<file path="src/rtl/fpu_pkg.sv">
// fpu_pkg: rounding modes, flag bundle order and special-value builders shared by the FPU
package fpu_pkg;

    localparam logic [1:0] RM_RNE = 2'b00;
    localparam logic [1:0] RM_RTZ = 2'b01;
    localparam logic [1:0] RM_RUP = 2'b10;
    localparam logic [1:0] RM_RDN = 2'b11;

    // flag bundle order {inv, ovf, unf, inx, zero}
    localparam int FLAG_INV  = 4;
    localparam int FLAG_OVF  = 3;
    localparam int FLAG_UNF  = 2;
    localparam int FLAG_INX  = 1;
    localparam int FLAG_ZERO = 0;

    // canonical quiet NaN {0, all-ones, 1 << (man_w-1)}, right-aligned in 64 bits
    function automatic logic [63:0] canon_nan(input int exp_w, input int man_w);
        return (((64'd1 << exp_w) - 64'd1) << man_w) | (64'd1 << (man_w - 1));
    endfunction

    // largest finite magnitude {all-ones-1, all-ones}, sign bit excluded
    function automatic logic [63:0] max_finite(input int exp_w, input int man_w);
        return (((64'd1 << exp_w) - 64'd2) << man_w) | ((64'd1 << man_w) - 64'd1);
    endfunction

endpackage

</file>
<file path="src/rtl/fp_lzc.sv">
// fp_lzc: combinational leading-zero count, returns W for an all-zero input
module fp_lzc #(
    parameter int W  = 25,
    parameter int CW = $clog2(W + 1)
) (
    input  logic [W-1:0]  x,
    output logic [CW-1:0] cnt
);

    // scan upward so the highest set bit wins
    always_comb begin
        cnt = CW'(W);
        for (int i = 0; i < W; i++)
            if (x[i]) cnt = CW'(W - 1 - i);
    end

endmodule

</file>
<file path="src/rtl/fp_add_sub_pipe.sv">
// fp_add_sub_pipe: 3-stage pipelined IEEE-754 add/subtract with valid/ready handshake
module fp_add_sub_pipe
    import fpu_pkg::*;
#(
    parameter int EXP_W = 8,
    parameter int MAN_W = 23
) (
    input  logic                 clk,
    input  logic                 rst,
    input  logic                 in_valid,
    output logic                 in_ready,
    input  logic [EXP_W+MAN_W:0] a,
    input  logic [EXP_W+MAN_W:0] b,
    input  logic                 sub,
    input  logic [1:0]           round_mode,
    output logic                 out_valid,
    input  logic                 out_ready,
    output logic [EXP_W+MAN_W:0] z,
    output logic                 invalid_flag,
    output logic                 overflow_flag,
    output logic                 underflow_flag,
    output logic                 inexact_flag,
    output logic                 zero_flag
);

    localparam int W  = 1 + EXP_W + MAN_W;
    localparam int MW = MAN_W + 4;
    localparam int LW = $clog2(MW + 1);
    localparam int EW = EXP_W + LW + 1;
    localparam logic [EXP_W-1:0]     EMAX   = '1;
    localparam logic signed [EW-1:0] EMAX_S = EW'(EMAX);
    localparam logic [63:0]          NAN64  = canon_nan(EXP_W, MAN_W);
    localparam logic [63:0]          MAX64  = max_finite(EXP_W, MAN_W);
    localparam logic [W-1:0]         QNAN   = NAN64[W-1:0];
    localparam logic [W-2:0]         MAXF   = MAX64[W-2:0];

    logic advance;
    assign advance  = ~out_valid | out_ready;
    assign in_ready = advance;

    // ---------------- S1: unpack, order by magnitude, align ----------------
    logic             sa, sb, sbe, eff_sub, swap, sx;
    logic [EXP_W-1:0] ea, eb, ex, ey, d;
    logic [MAN_W-1:0] ma, mb;
    logic [MAN_W:0]   ua, ub, ux, uy;
    logic [MW-1:0]    ext_y, shr_y, mask_y, al_y;
    logic             a_nan, b_nan, a_inf, b_inf, spec, spec_inv;
    logic [W-1:0]     spec_z;

    assign {sa, ea, ma} = a;
    assign {sb, eb, mb} = b;
    assign sbe     = sb ^ sub;
    assign eff_sub = sa ^ sbe;
    assign ua      = (ea == '0) ? '0 : {1'b1, ma};
    assign ub      = (eb == '0) ? '0 : {1'b1, mb};
    assign swap    = {eb, ub} > {ea, ua};
    assign sx      = swap ? sbe : sa;
    assign ex      = swap ? eb : ea;
    assign ey      = swap ? ea : eb;
    assign ux      = swap ? ub : ua;
    assign uy      = swap ? ua : ub;
    assign d       = ex - ey;
    assign ext_y   = {uy, 3'b000};
    assign shr_y   = ext_y >> d;
    assign mask_y  = ~({MW{1'b1}} << d);
    assign al_y    = {shr_y[MW-1:1], shr_y[0] | (|(ext_y & mask_y))};

    assign a_nan    = (ea == EMAX) && (ma != '0);
    assign b_nan    = (eb == EMAX) && (mb != '0);
    assign a_inf    = (ea == EMAX) && (ma == '0);
    assign b_inf    = (eb == EMAX) && (mb == '0);
    assign spec     = a_nan | b_nan | a_inf | b_inf;
    assign spec_inv = a_inf & b_inf & eff_sub;
    assign spec_z   = (a_nan | b_nan | spec_inv) ? QNAN : a_inf ? a : {sbe, EMAX, {MAN_W{1'b0}}};

    logic             s1_valid, s1_spec, s1_inv, s1_sign, s1_eff_sub;
    logic [W-1:0]     s1_sz;
    logic [EXP_W-1:0] s1_exp;
    logic [MW-1:0]    s1_mx, s1_my;
    logic [1:0]       s1_rm;

    // ---------------- S2: add/subtract and normalise ----------------
    logic [MW:0]            sum;
    logic [LW-1:0]          lz;
    logic [MW-1:0]          norm;
    logic signed [EW-1:0]   exp2;
    logic                   sum_zero, sign2;

    assign sum = s1_eff_sub ? {1'b0, s1_mx} - {1'b0, s1_my} : {1'b0, s1_mx} + {1'b0, s1_my};

    fp_lzc #(.W(MW)) u_lzc (.x(sum[MW-1:0]), .cnt(lz));

    assign norm     = sum[MW] ? {sum[MW:2], sum[1] | sum[0]} : sum[MW-1:0] << lz;
    assign exp2     = sum[MW] ? EW'(s1_exp) + EW'(1) : EW'(s1_exp) - EW'(lz);
    assign sum_zero = sum == '0;
    assign sign2    = (sum_zero & s1_eff_sub) ? (s1_rm == RM_RDN) : s1_sign;

    logic                 s2_valid, s2_spec, s2_inv, s2_sign, s2_zero;
    logic [W-1:0]         s2_sz;
    logic signed [EW-1:0] s2_exp;
    logic [MW-1:0]        s2_man;
    logic [1:0]           s2_rm;

    // ---------------- S3: round, range check, pack ----------------
    logic                 grs, up, rc, ovf, ftz, ovf_inf, arith;
    logic [MAN_W+1:0]     rnd;
    logic [MAN_W-1:0]     frac;
    logic signed [EW-1:0] exp3;
    logic [W-1:0]         z_n;
    logic [4:0]           flags_n, flags;

    assign grs  = |s2_man[2:0];
    assign up   = (s2_rm == RM_RNE) ? s2_man[2] & (s2_man[1] | s2_man[0] | s2_man[3])
                : (s2_rm == RM_RTZ) ? 1'b0
                : (s2_rm == RM_RUP) ? ~s2_sign & grs
                :                     s2_sign & grs;
    assign rnd  = {1'b0, s2_man[MW-1:3]} + {{(MAN_W+1){1'b0}}, up};
    assign rc   = rnd[MAN_W+1];
    assign frac = rc ? rnd[MAN_W:1] : rnd[MAN_W-1:0];
    assign exp3 = s2_exp + {{(EW-1){1'b0}}, rc};
    assign ovf  = exp3 >= EMAX_S;
    assign ftz  = exp3[EW-1] || (exp3 == '0);
    assign ovf_inf = (s2_rm == RM_RNE) || (s2_rm == RM_RUP && !s2_sign) || (s2_rm == RM_RDN && s2_sign);
    assign arith   = !s2_spec && !s2_zero;

    assign z_n = s2_spec           ? s2_sz
               : (s2_zero || ftz)  ? {s2_sign, {(W-1){1'b0}}}
               : ovf               ? {s2_sign, ovf_inf ? {EMAX, {MAN_W{1'b0}}} : MAXF}
               :                     {s2_sign, exp3[EXP_W-1:0], frac};

    // status flags for the result being packed
    always_comb begin
        flags_n            = '0;
        flags_n[FLAG_INV]  = s2_spec & s2_inv;
        flags_n[FLAG_OVF]  = arith & ovf;
        flags_n[FLAG_UNF]  = arith & ftz;
        flags_n[FLAG_INX]  = arith & (grs | ovf | ftz);
        flags_n[FLAG_ZERO] = !s2_spec & (s2_zero | ftz);
    end

    // stage valid bits and output register; reset drops everything in flight
    always_ff @(posedge clk) begin
        if (rst) begin
            s1_valid  <= 1'b0;
            s2_valid  <= 1'b0;
            out_valid <= 1'b0;
            z         <= '0;
            flags     <= '0;
        end else if (advance) begin
            s1_valid  <= in_valid;
            s2_valid  <= s1_valid;
            out_valid <= s2_valid;
            z         <= z_n;
            flags     <= flags_n;
        end
    end

    // stage payloads shift with the shared advance enable
    always_ff @(posedge clk) begin
        if (advance) begin
            s1_spec    <= spec;
            s1_inv     <= spec_inv;
            s1_sz      <= spec_z;
            s1_sign    <= sx;
            s1_eff_sub <= eff_sub;
            s1_exp     <= ex;
            s1_mx      <= {ux, 3'b000};
            s1_my      <= al_y;
            s1_rm      <= round_mode;
            s2_spec    <= s1_spec;
            s2_inv     <= s1_inv;
            s2_sz      <= s1_sz;
            s2_sign    <= sign2;
            s2_zero    <= sum_zero;
            s2_exp     <= exp2;
            s2_man     <= norm;
            s2_rm      <= s1_rm;
        end
    end

    assign invalid_flag   = flags[FLAG_INV];
    assign overflow_flag  = flags[FLAG_OVF];
    assign underflow_flag = flags[FLAG_UNF];
    assign inexact_flag   = flags[FLAG_INX];
    assign zero_flag      = flags[FLAG_ZERO];

endmodule
</file>
<file path="config.mk">
export PLATFORM = sky130hd
export DESIGN_NAME = fp_add_sub_pipe
export DESIGN_NICKNAME = d
export VERILOG_FILES = /design/src/rtl/fpu_pkg.sv /design/src/rtl/fp_lzc.sv /design/src/rtl/fp_add_sub_pipe.sv
export SDC_FILE = /design/constraint.sdc
export NUM_CORES = 1
export LEC_CHECK = 0
export ABC_AREA = 1
export CORE_AREA = 2 2 187 189
export CTS_CLUSTER_DIAMETER = 150
export DETAILED_ROUTE_END_ITERATION = 8
export DIE_AREA = 0 0 189 191
export PLACE_DENSITY = 0.79
export SLEW_MARGIN = 20
export SYNTH_ARGS = -nofsm -noshare
export SYNTH_HDL_FRONTEND = slang
export SYNTH_SLANG_ARGS = --single-unit
</file>
<file path="constraint.sdc">
create_clock -name clk -period 9.6 [get_ports clk]
set_input_delay 1.92 -clock clk [delete_from_list [all_inputs] [get_ports clk]]
set_output_delay 1.92 -clock clk [all_outputs]
set_load 0.05 [all_outputs]
</file>
-- Word level (Yosys, flattened, before mapping)
Cells that the tools add are included.
- bits in registers: 216
- bits in latches: 0
- RAM bits: 0
- ROM bits: 0
- bits of input ports: 71
- output and inout port bits: 39
- memories: 0
- add/sub/neg operators: 7
- $mul: 0
- divide/modulo/power cells: 0
- order comparisons: 2
- equality and inequality tests: 6
- shift operators: 3
- multiplexer cells: 47
- bitwise logic cells: 30
- reduce and logical (&&, ||, !) cells: 26
- operator list (cell ; number):
    2-to-1 mux 24 bit ; 5
    2-to-1 mux 5 bit ; 16
    2-to-1 mux 32 bit ; 2
    2-to-1 mux 31 bit ; 2
    zero test 23 bit ; 2
    nonzero test 23 bit ; 2
    greater-than comparator 32 bit ; 1
    2-to-1 mux 4 bit ; 8
    adder 27 x 27 -> 28 bit ; 1
    zero test 28 bit ; 1
    2-to-1 mux 28 bit ; 1
    subtractor 27 x 27 -> 28 bit ; 1
    bitwise AND 27 bit ; 1
    NOT 27 bit ; 1
    OR reduction 27 bit ; 1
    left shift 27 x 5 -> 27 bit ; 1
    left shift 27 x 8 -> 27 bit, first input constant ; 1
    right shift 27 x 8 -> 27 bit ; 1
    2-to-1 mux 26 bit ; 1
    adder 24 x 1 -> 25 bit ; 1
    2-to-1 mux 23 bit ; 1
    equality test 8 bit, second input constant ; 2
    zero test 8 bit ; 2
    2-to-1 mux 8 bit ; 2
    21 further kinds ; 64

-- Depth between registers and ports, before layout
- depth in word-level cells: 31
- gate-level depth with buffers: 42
- mapped depth without buffers: 42

-- Cells and area by module
Synthesis repeated with hierarchy kept, for this count alone.
- cell total of the unflattened synthesis: 2314
- area total of the unflattened synthesis: 16459.5 sq um
- by module, submodules not included (module ; instances ; cells each ; area an instance (sq um) ; sequential area each (sq um)):
    fp_add_sub_pipe ; 1 ; 2234 ; 16106.7 ; 5965.7
    fp_lzc ; 1 ; 80 ; 352.8 ; 0.0

-- Worst setup path after synthesis
OpenSTA, ideal clock, no wires.
- kind: input to output
- start: input port out_ready
- end: output port in_ready
- data arrival time: 7489 ps
- data required time: 7680 ps
- slack: 191 ps
- stages: 4
- path buffers: 2
- cells stage by stage: nor2_1 > inv_1 > clkbuf_1 > clkbuf_1
- cells in the longest elaborated chain, start to end: 1
- RTL lines (item ; line ; source):
    from (decl) ; fp_add_sub_pipe.sv:17 ; input logic out_ready,
    OR 1 bit ; fp_add_sub_pipe.sv:38 ; assign advance = ~out_valid | out_ready;
    to (decl) ; fp_add_sub_pipe.sv:11 ; output logic in_ready,
Every way passes these cells.

-- Worst setup path in the final report
- start: input port b[27]
- end: register s1_my[0] (data pin)
- cells in the longest elaborated chain, start to end: 10
- RTL lines (item ; line ; source):
    from (decl) ; fp_add_sub_pipe.sv:13 ; input logic [EXP_W+MAN_W:0] b,
    zero test 8 bit ; fp_add_sub_pipe.sv:55 ; assign ub = (eb == '0) ? '0 : {1'b1, mb};
    2-to-1 mux 24 bit ; fp_add_sub_pipe.sv:55 ;
    greater-than comparator 32 bit ; fp_add_sub_pipe.sv:56 ; assign swap = {eb, ub} > {ea, ua};
    2-to-1 mux 8 bit (on tied branches) ; fp_add_sub_pipe.sv:58, fp_add_sub_pipe.sv:59 ;
    subtractor 8 bit ; fp_add_sub_pipe.sv:62 ; assign d = ex - ey;
    left shift 27 x 8 -> 27 bit ; fp_add_sub_pipe.sv:65 ; assign mask_y = ~({MW{1'b1}} << d);
    NOT 27 bit ; fp_add_sub_pipe.sv:65 ;
    bitwise AND 27 bit ; fp_add_sub_pipe.sv:66 ; assign al_y = {shr_y[MW-1:1], shr_y[0] | (|(ext_y & mask_y))};
    OR reduction 27 bit ; fp_add_sub_pipe.sv:66 ;
    OR 1 bit (*) ; fp_add_sub_pipe.sv:66 ;
    named net al_y[0] ; fp_add_sub_pipe.sv:46 ; logic [MW-1:0] ext_y, shr_y, mask_y, al_y;
    to (signal assigned) ; fp_add_sub_pipe.sv:168 ; s1_my <= al_y;
    to (decl) ; fp_add_sub_pipe.sv:79 ; logic [MW-1:0] s1_mx, s1_my;
The timed path passes the listed nets; every way through them passes the cells marked *.
A chain may end at the register's enable or synchronous reset.

==> results summary <==
The run finished with clean final reports. The overall overflow remaining after global route came out at 0. The static power due to leakage is between 8 and 9 nW. The synthesized design spends more area on one cell type than any other, namely sky130_fd_sc_hd__edfxtp_1.

The fraction of post-synthesis cell area in the top cell type by area came out at 0.308. The met2 usage in global routing came out at 0.450. The critical path is of the in -> reg type. The area growth from synthesis to layout came out at 13.6%. The transition at the pin with the smallest max-transition slack came out at approximately 1.1 ns. The startpoint identified for the worst register-to-register timing path is s2_rm[1]. The number of hold violations in the final report came out at 0. The detailed-route vias per instance is approximately 5.7. The worst register-to-register path ends at z[6]. The antenna violation net count after detailed routing came out at 0. Setup total negative slack on the finished layout was measured at 0 ns. The setup skew after layout came out at 0.0112 ns.

Setup repair after global routing left no endpoint under its margin. The vias after detailed routing is 16,832. The number of max-capacitance violations reported came out at 0. The most used flip-flop cell after synthesis is sky130_fd_sc_hd__edfxtp_1. In this run the clock root is driven by a sky130_fd_sc_hd__clkbuf_16. The data arrival time of the worst path is 8.04 ns. The worst setup path is captured at a flip-flop. The average routed wire per standard cell came out at around 17 µm. The half-perimeter wire length after detailed placement came out at between 30 and 40 mm. The clock drives 212 sinks. By count the netlist is led by sky130_fd_sc_hd__nand2_1, sky130_fd_sc_hd__nand3_1, sky130_fd_sc_hd__inv_1, sky130_fd_sc_hd__nor2_1, sky130_fd_sc_hd__edfxtp_1.

For met1 alone, demand over resource in global routing was 0.374. The smallest clock period supported by the final layout is computed as between 7 and 8 ns. The number of core rows is 68. The total of cells resized after clock tree synthesis came out at 0.

Across all register-to-register paths, the minimum setup slack is approximately 2.6 ns. By instance count, the leading cell after synthesis is sky130_fd_sc_hd__nand2_1. The share of synthesized flip-flops with an asynchronous set or reset is 0. The combined area of all synthesized cells is 16,800 µm². The count of buffers added on input and output ports is around 110. The fill cell instance count of the final layout is between 3,000 and 4,000.

The number of detailed-route iterations in the first pass is 6. The synthesis warning total is 0. The share of the cycle needed by the critical path after routing is 0.810.

The clock tree from TritonCTS is done. Measured along the y axis, the die boundary spans 191 µm. In this run the most used layer during global routing was met2. Each instance of the synthesized netlist takes up on average 6.96 µm².

The number of placed I/O pins came out at 110. The global-route total usage across every layer came out at 0.277. The number of enable flip-flop cells after synthesis came out at 172.

At the later pin of the worst-skew pair, clock insertion delay measures 0.51 ns. The via count of the first global-routing pass is 15,584. The first-iteration detailed-routing DRC count is 1,573.

The wire length after detailed routing is 51.0 mm. The headroom to the max-slew limit is 0.264. The die area came out at 36,100 µm².

In the final layout, the share of cells above drive strength 1 is 0.0411. The cell count after synthesis came out at 2,409. The number of antenna violations at the first check in global routing came to 1. The met3 layer usage reported by global route is 0.0455. The largest stage delay on the critical path came out at about 0.82 ns. The total power divided by cell area came out at 245 nW/µm².

The critical-path cell with the highest stage delay is sky130_fd_sc_hd__nor2_2. The wire length of the first global-routing pass is around 80 mm. The total CTS buffers is 23. The total count of max-transition violations in the final report was 0. The clock transition time at the flip-flop clock pins of the worst setup and hold paths came out at around 0.06 ns. The maximum number of buffers from clock root to sink came out at 3. The worst min-delay path class is reg -> reg. Once layout is complete, the cells apart from fillers number 2,962. The number of cells traversed by the worst register-to-register path came out at 33.

Data on the critical path is required at its endpoint by about 9.9 ns. The flop and latch count out of synthesis came out at 212. The pin count of the biggest net entering global routing came out at 88. Including well taps, the total number of placed cells is 2,919. The total DRC errors in the routed layout is 0. The path with the worst hold slack has its endpoint at s2_sz[24]. The initial core utilization came out at 0.491.

The maximum fanout encountered on the critical timing path came out at 48. Along the worst hold path, the cell count comes to 0. Among the stages of the critical path, the cell type that occurs most often is sky130_fd_sc_hd__nand2_1. The region available for standard cell placement spans 34,100 µm².

In the post-synthesis netlist, the biggest area contributors are sky130_fd_sc_hd__edfxtp_1, sky130_fd_sc_hd__nand2_1, sky130_fd_sc_hd__nand3_1, sky130_fd_sc_hd__ha_1, sky130_fd_sc_hd__inv_1. The upper clock frequency limit came out at 129 MHz. The hold buffer count at cts is 0.

The startpoint of the most critical hold path is s1_sz[24]. The routability-driven placement congestion ratio is approximately 1.0. The post-CTS repair timing setup buffer count came out at 0.

The H-tree depth is 1. After the last flow step, the layout net total stands at 2,655. The worst supply voltage drop on vdd came out at 0.158 mV. The share of the yosys chip area belonging to registers is 0.356. The startpoint kind of the worst setup timing path is an input port. The die width came out at 189 µm. The final setup violation count came out at 0.

The number of library cell types mapped by synthesis came out at 61.
==> stage by stage <==
| step | total power, mW | cell area, µm² | util | setup WS, ns | hold slack (ns) |
|---|---|---|---|---|---|
| 2_1_floorplan | 3.05 | 16900 | - | 0.191 | 0.400 |
| 3_3_place_gp | 3.67 | 18200 | 0.535 | 1.47 | 0.400 |
| 3_5_place_dp | 3.69 | 18200 | 0.535 | 1.39 | 0.405 |
| 4_1_cts | 4.62 | 19000 | 0.558 | 1.92 | 0.418 |
| 5_1_grt | 4.98 | 19000 | 0.558 | 1.16 | 0.424 |
| 6_report | 4.66 | 19000 | 0.558 | 1.82 | 0.416 |
==> metal layers <==
metal / wire length, µm / vias to the layer above
met2: 22800 / 762
met3: 4300 / 113
met5: 0 / -
met1: 22100 / 7702
li1: - / 8255
met4: 1730 / 0
==> critical path, delay by kind of cell <==
kind / cells / cell delay, ns
adder cells (fa/ha/maj): 2 / 0.51
buffers and inverters: 4 / 0.78
AND/OR/NAND/NOR: 24 / 4.80
==> cell families after synthesis <==
| group | share of synthesized area |
|---|---|
| and+or+nand+nor | 0.329 |
| xor gates and xnor gates | 0.0240 |
| muxes | 0.000597 |
| buffers and inverters | 0.0816 |
| other | 0.000448 |
| DFF | 0.356 |
| AOI/OAI and AO/OA | 0.136 |
| adders and majority gates | 0.0718 |
==> flip-flops by register name (all words and copies together) (netlist names), 5 cells and up <==
signal and count:
flags 5, s1_exp 8, s1_mx 24, s1_my 27, s1_sz 32, s2_exp 10
s2_man 27, s2_sz 32, z 32
==> where the power goes <==
group          total (mW)  switching (mW)  internal (mW)
registers            1.37           0.135           1.23
logic                2.38            1.64          0.735
clock network       0.914           0.363          0.552
==> worst max path at each step <==
stage,end,from,slack (ns),depth (start not counted)
finish,s1_my[0],b[27],1.82,30
detailed placement,s1_my[0],b[27],1.39,30
global route,s1_my[0],b[28],1.16,30
floorplan,in_ready,out_ready,0.19,4
global placement,s1_my[0],b[28],1.47,30
CTS,s1_my[0],b[27],1.92,30
==> layout by cell type, fill, tap and decap left out, types with 3 or more instances in the layout <==
cell	Yosys	final
sky130_fd_sc_hd__or2_2	8	8
sky130_fd_sc_hd__o21bai_1	3	3
sky130_fd_sc_hd__and2_1	3	3
sky130_fd_sc_hd__nand3_2	4	4
sky130_fd_sc_hd__xor2_1	30	30
sky130_fd_sc_hd__nor3_1	22	21
sky130_fd_sc_hd__clkbuf_1	52	3
sky130_fd_sc_hd__o211ai_1	10	10
sky130_fd_sc_hd__buf_4	3	18
sky130_fd_sc_hd__inv_1	233	232
sky130_fd_sc_hd__xnor2_1	14	13
sky130_fd_sc_hd__clkinv_1	5	5
sky130_fd_sc_hd__dfxtp_1	40	40
sky130_fd_sc_hd__o21ai_0	145	145
sky130_fd_sc_hd__clkbuf_8	0	3
sky130_fd_sc_hd__ha_1	93	93
sky130_fd_sc_hd__nand2_2	9	9
sky130_fd_sc_hd__o21ai_1	28	28
sky130_fd_sc_hd__o22ai_1	25	25
sky130_fd_sc_hd__clkdlybuf4s50_1	0	109
sky130_fd_sc_hd__a21o_1	5	5
sky130_fd_sc_hd__nand3_1	283	283
sky130_fd_sc_hd__nor2_2	4	5
sky130_fd_sc_hd__nand2_1	719	719
sky130_fd_sc_hd__nand3b_1	5	5
sky130_fd_sc_hd__o21a_1	8	8
sky130_fd_sc_hd__o31ai_1	11	11
sky130_fd_sc_hd__nand4_1	36	36
sky130_fd_sc_hd__edfxtp_1	172	172
sky130_fd_sc_hd__inv_2	8	8
sky130_fd_sc_hd__a31oi_1	3	3
sky130_fd_sc_hd__clkbuf_16	0	25
sky130_fd_sc_hd__a21oi_1	157	157
sky130_fd_sc_hd__conb_1	2	30
sky130_fd_sc_hd__nor4_1	17	17
sky130_fd_sc_hd__and3_1	4	4
sky130_fd_sc_hd__nor2_1	173	172
sky130_fd_sc_hd__clkinv_2	0	6
==> layout make-up <==
class	instances	area, µm²	share of cell area
diodes	1	2.50	0.000131
clock buffers	31	678	0.0356
clock inverters	11	118	0.00618
inverters	246	928	0.0488
multi-input cells	1879	9550	0.502
flip-flops and latches	212	5970	0.313
well taps	455	569	0.0299
repair buffers	127	1230	0.0644
No activity file was read; power rests on OpenSTA's default activity.
==> RTL edit 1: new RTL, config.mk and constraints unchanged <==
Register the input `round_mode` before use, without a reset. The logic sees it one clock later. The other inputs are not delayed to match.
--- a/src/rtl/fp_add_sub_pipe.sv
+++ b/src/rtl/fp_add_sub_pipe.sv
@@ -33,6 +33,12 @@
     localparam logic [63:0]          MAX64  = max_finite(EXP_W, MAN_W);
     localparam logic [W-1:0]         QNAN   = NAN64[W-1:0];
     localparam logic [W-2:0]         MAXF   = MAX64[W-2:0];
+
+    logic [1:0] round_mode_q;
+
+    always_ff @(posedge clk) begin
+        round_mode_q <= round_mode;
+    end
 
     logic advance;
     assign advance  = ~out_valid | out_ready;
@@ -166,7 +172,7 @@
             s1_exp     <= ex;
             s1_mx      <= {ux, 3'b000};
             s1_my      <= al_y;
-            s1_rm      <= round_mode;
+            s1_rm      <= round_mode_q;
             s2_spec    <= s1_spec;
             s2_inv     <= s1_inv;
             s2_sz      <= s1_sz;
Behaviour: not the same (a bounded check fails within 4 cycles, from zero or initial values and one cycle with rst high).
==> RTL edit 1 against the unedited design <==
Setup slack better by 0.31 ns. Total power rose by 3.6%. Sequential share of layout area grew 0.27 points. Sequential cell count grew 2. Global-route usage is 0.68 points higher. Via count decreased by 1.2%. Cell count down 0.88%. Count of clock-buffer cells in the layout shrank 2. Synthesized area fell by 0.19%. Cell area decreased by 0.19%. Routed wire length increased by 1.5%. Critical endpoint unchanged. Largest cell class unchanged.
==> RTL edit 1: results (changes against the unedited design) <==
qor: final_layout.final.clkbuf_count 29 [was 31]
qor: pwr.vdd.ir_drop.worst 0.000160 V [was 0.000158 V]
qor: sta.clock-skew-final 0.0190 ns [was 0.0112 ns]
qor: yosys.seq_area_frac_synth 0.359 [was 0.356]
qor: pwr.static-leakage-power 8.77 nW [was 8.80 nW]
qor: final_layout.seqAreaFraction 0.316 [was 0.313]
qor: clock_network.cts_inserted_buffers 24 [was 23]
qor: final_layout.num-multi-input-gates 1835 [was 1879]
qor: drt.detail_route.iter0.violations 1636 [was 1573]
qor: global_routing.maximum_number_of_pins_on_one_net_before_global_route_repair 87 [was 88]
qor: global_routing.wire_length_of_the_first_global_routing_pass 82000 µm [was 80400 µm]
qor: final_layout.nonClockInverterCount 262 [was 246]
qor: final_layout.nFillCells 3228 [was 3251]
qor: final_layout.clkCellAreaFrac 0.0416 [was 0.0418]
qor: drt.routedLengthMet1 22800 µm [was 22100 µm]
qor: placement.post-dp-hpwl 40200 µm [was 39500 µm]
qor: placement.place_inst 2891 [was 2919]
qor: final_layout.nNetsFinal 2628 [was 2655]
qor: clock_network.cts_num_sinks 214 [was 212]
qor: yosys.post_synth_fa_ha_maj_area_fraction 0.0719 [was 0.0718]
qor: yosys.synthXorXnorAreaFrac 0.0270 [was 0.0240]
qor: setup_path.critical-path-max-stage-delay 0.80 ns [was 0.82 ns]
qor: yosys.cell_types_with_the_highest_counts_after_synthesis sky130_fd_sc_hd__nand2_1, sky130_fd_sc_hd__inv_1, sky130_fd_sc_hd__nand3_1 [was sky130_fd_sc_hd__nand2_1, sky130_fd_sc_hd__nand3_1, sky130_fd_sc_hd__inv_1]
qor: placement.dpl_worst_slack 1.70 ns [was 1.39 ns]
qor: setup_path.critical_path_peak_fanout 46 [was 48]
qor: yosys.post_synth_instance_area 0.0167 mm² [was 0.0168 mm²]
qor: final_layout.bufAreaShareNonClock 0.0637 [was 0.0644]
qor: global_routing.grt_pass1_vias 15500 [was 15600]
qor: status.outcome finished clean [unchanged]
qor: sta.worst_slew_pin_slew 1.03 ns [was 1.09 ns]
qor: yosys.synth.mux.area_fraction 0.00120 [was 0.000597]
qor: final_layout.post_route_cells_drive_above_1_share 0.0452 [was 0.0411]
qor: global_routing.global_route.usage.met1 0.399 [was 0.374]
qor: final_layout.multi_input_comb_area 0.00944 mm² [was 0.00955 mm²]
qor: global_routing.global_route.usage.met3 0.0290 [was 0.0455]
qor: drt.detail_route.first_pass.iterations 5 [was 6]
qor: drt.wire_length_on_met2 23700 µm [was 22800 µm]
qor: yosys.synth_compound_area_frac 0.139 [was 0.136]
==> RTL edit 1: cell count changes after synthesis, moves of 7 or more <==
| cell | before | now |
|---|---|---|
| sky130_fd_sc_hd__nor2_1 | 173 | 187 |
| sky130_fd_sc_hd__nand2_1 | 719 | 684 |
| sky130_fd_sc_hd__inv_1 | 233 | 250 |
| sky130_fd_sc_hd__o21ai_0 | 145 | 152 |
| sky130_fd_sc_hd__o21ai_1 | 28 | 18 |
| sky130_fd_sc_hd__nand3_1 | 283 | 247 |
| sky130_fd_sc_hd__o211ai_1 | 10 | 17 |
==> RTL edit 1: power by group <==
group | total (mW) | internal [mW] | leakage [nW] | switching [mW]
Clock | 0.916 | 0.548 | 0.383 | 0.368
Combinational | 2.52 | 0.765 | 6.17 | 1.75
Sequential | 1.39 | 1.25 | 2.21 | 0.141
==> RTL edit 1: worst max-delay path, delay by kind of cell <==
family	cells	cell delay, ns
and+or+nand+nor	21	3.51
buffers and inverters	4	1.03
AOI/OAI and AO/OA	5	0.76
adders and majority gates	1	0.35
xor gates and xnor gates	1	0.11
==> RTL edit 1: final timing paths <==
check / slack (ns) / end / startpoint / cells past startpoint
hold reg to reg: 0.41 / s2_sz[31]$_DFFE_PP_ / s1_sz[31]$_SDFFCE_PP0P_ / 0
setup / recovery: 2.13 / s1_my[0]$_DFFE_PP_ / b[27] / 32
setup reg to reg: 2.48 / z[10]$_SDFFE_PP0P_ / s2_rm[1]$_DFFE_PP_ / 35
hold / removal: 0.41 / s2_sz[31]$_DFFE_PP_ / s1_sz[31]$_SDFFCE_PP0P_ / 0
==> RTL edit 1: metrics by stage <==
step	total power [mW]	hold WS (ns)
detailed placement	3.86	0.405
finish	4.83	0.415
global placement	3.83	0.394
floorplan	3.16	0.386
global route	5.17	0.422
CTS	4.78	0.417
==> RTL edit 2: new RTL, same flow settings <==
Without the edit above. Set the parameter `EXP_W` to 4 (it was 8).
--- a/src/rtl/fp_add_sub_pipe.sv
+++ b/src/rtl/fp_add_sub_pipe.sv
@@ -2,7 +2,7 @@
 module fp_add_sub_pipe
     import fpu_pkg::*;
 #(
-    parameter int EXP_W = 8,
+    parameter int EXP_W = 4,
     parameter int MAN_W = 23
 ) (
     input  logic                 clk,
Ports: changed (resized a, b and z); port bits go from 110 to 98. No check against the original RTL was run, so the function may have changed too.
==> RTL edit 2 against the unedited design <==
First-iteration DRC count down 10%. Total power up 18%. Synthesized area down 11%. Routed wire length down 16%. Sequential cell count down 20. Cell area down 12%. Setup slack worse by 0.0022 ns. Utilization down 6.5 points. Sequential share of layout area up 0.82 points. Combinational power up 43%. Largest power group unchanged.
==> RTL edit 2: results (changes against the unedited design) <==
qor: pwr.vdd.ir_drop.worst 0.000137 V [was 0.000158 V]
qor: setup_path.critical-path-max-stage-delay 0.75 ns [was 0.82 ns]
qor: setup_path.critical_path_peak_fanout 26 [was 48]
qor: placement.buffer_ports.inserted 97 [was 109]
qor: clock_network.clk_pin_slew_worst_paths 0.09 ns [was 0.06 ns]
qor: clock_network.htree_levels 4 [was 1]
qor: global_routing.track_usage 0.237 [was 0.277]
qor: final_layout.post_route_cells_drive_above_1_share 0.0560 [was 0.0411]
qor: yosys.synthDistinctLibCells 66 [was 61]
qor: setup_path.cp_data_arrival_time 7.93 ns [was 8.04 ns]
qor: placement.placedInstanceArea 0.0162 mm² [was 0.0182 mm²]
qor: global_routing.maximum_number_of_pins_on_one_net_before_global_route_repair 110 [was 88]
qor: drt.drt-wirelength-per-cell 16.6 µm [was 17.2 µm]
qor: sta.timing.slew.headroom 0.336 [was 0.264]
qor: setup_path.critical_path.slowest_cell sky130_fd_sc_hd__clkinv_1 [was sky130_fd_sc_hd__nor2_2]
qor: yosys.seq_area_frac_synth 0.363 [was 0.356]
qor: min_path.worstHoldStart s1_sz[19]$_SDFFCE_PP0P_ [was s1_sz[24]$_SDFFCE_PP1P_]
qor: setup_path.timing.critical_path.from a[23] [was b[27]]
qor: yosys.cell_types_with_the_highest_counts_after_synthesis sky130_fd_sc_hd__nand2_1, sky130_fd_sc_hd__inv_1, sky130_fd_sc_hd__o21ai_0 [was sky130_fd_sc_hd__nand2_1, sky130_fd_sc_hd__nand3_1, sky130_fd_sc_hd__inv_1]
qor: placement.post-dp-hpwl 33400 µm [was 39500 µm]
qor: sta.clock-skew-final 0.0213 ns [was 0.0112 ns]
qor: placement.gp_weighted_congestion 1.01 [was 1.00]
qor: placement.dpl_worst_slack 1.41 ns [was 1.39 ns]
qor: drt.dr_total_vias 14300 [was 16800]
qor: status.outcome finished clean [unchanged]
qor: final_layout.nFillCells 3253 [was 3251]
qor: final_layout.diodes 0 [was 1]
qor: global_routing.wire_length_of_the_first_global_routing_pass 69000 µm [was 80400 µm]
==> RTL edit 2: cell count changes in the layout (fill, tap and decap cells not counted), moves of 9 or more <==
cell                              unedited run  this run
sky130_fd_sc_hd__a21oi_1                   157       142
sky130_fd_sc_hd__clkdlybuf4s50_1           109        97
sky130_fd_sc_hd__edfxtp_1                  172       156
sky130_fd_sc_hd__inv_1                     232       206
sky130_fd_sc_hd__mux2i_1                     1        12
sky130_fd_sc_hd__nand2_1                   719       570
sky130_fd_sc_hd__nand2_2                     9        23
sky130_fd_sc_hd__nand3_1                   283       137
sky130_fd_sc_hd__nand4_1                    36        23
sky130_fd_sc_hd__nor2_1                    172       134
sky130_fd_sc_hd__o21ai_0                   145       186
sky130_fd_sc_hd__o21ai_1                    28        19
sky130_fd_sc_hd__o21ai_2                     0         9
==> RTL edit 2: logic make-up after synthesis <==
group | count (synthesis) | synth area share
compound gates | 441 | 0.165
xor+xnor | 39 | 0.0244
fa+ha+maj | 91 | 0.0775
buf+inv | 315 | 0.0880
flops | 192 | 0.363
mux | 12 | 0.00806
other cells | 2 | 0.000504
simple gates | 955 | 0.273
==> RTL edit 2: final cells by class <==
cell class,instances,area [µm²],share of cell area
Multi-Input combinational cell,1564,8300,0.494
Sequential cell,192,5410,0.321
Timing Repair Buffer,108,1050,0.0627
Inverter,229,870,0.0517
Tap cell,455,569,0.0339
Clock buffer,17,425,0.0253
Clock inverter,15,191,0.0114
==> RTL edit 2: final timing paths <==
check / end / slack (ns) / cells after the start
hold / removal: s2_sz[19]$_DFFE_PP_ / 0.41 / 0
setup / recovery: s1_my[17]$_DFFE_PP_ / 1.82 / 23
hold reg to reg: s2_sz[19]$_DFFE_PP_ / 0.41 / 0
setup reg to reg: z[6]$_SDFFE_PP0P_ / 3.02 / 34
==> RTL edit 2: power breakdown <==
group | total, mW | switching [mW] | leakage, nW | internal, mW
Combinational | 3.41 | 2.37 | 5.33 | 1.04
Clock | 0.725 | 0.369 | 0.294 | 0.356
Sequential | 1.35 | 0.158 | 1.97 | 1.19
Total | 5.49 | 2.89 | 7.59 | 2.59
==> RTL edit 2: routing by layer <==
| layer | routed length (µm) | track usage | vias up |
|---|---|---|---|
| met1 | 18300 | 0.306 | 6619 |
| met2 | 20400 | 0.408 | 604 |
| met4 | 1520 | 0.0910 | 0 |
| met3 | 2690 | 0.0285 | 102 |
| met5 | 0 | 0 | - |
| li1 | - | - | 7008 |
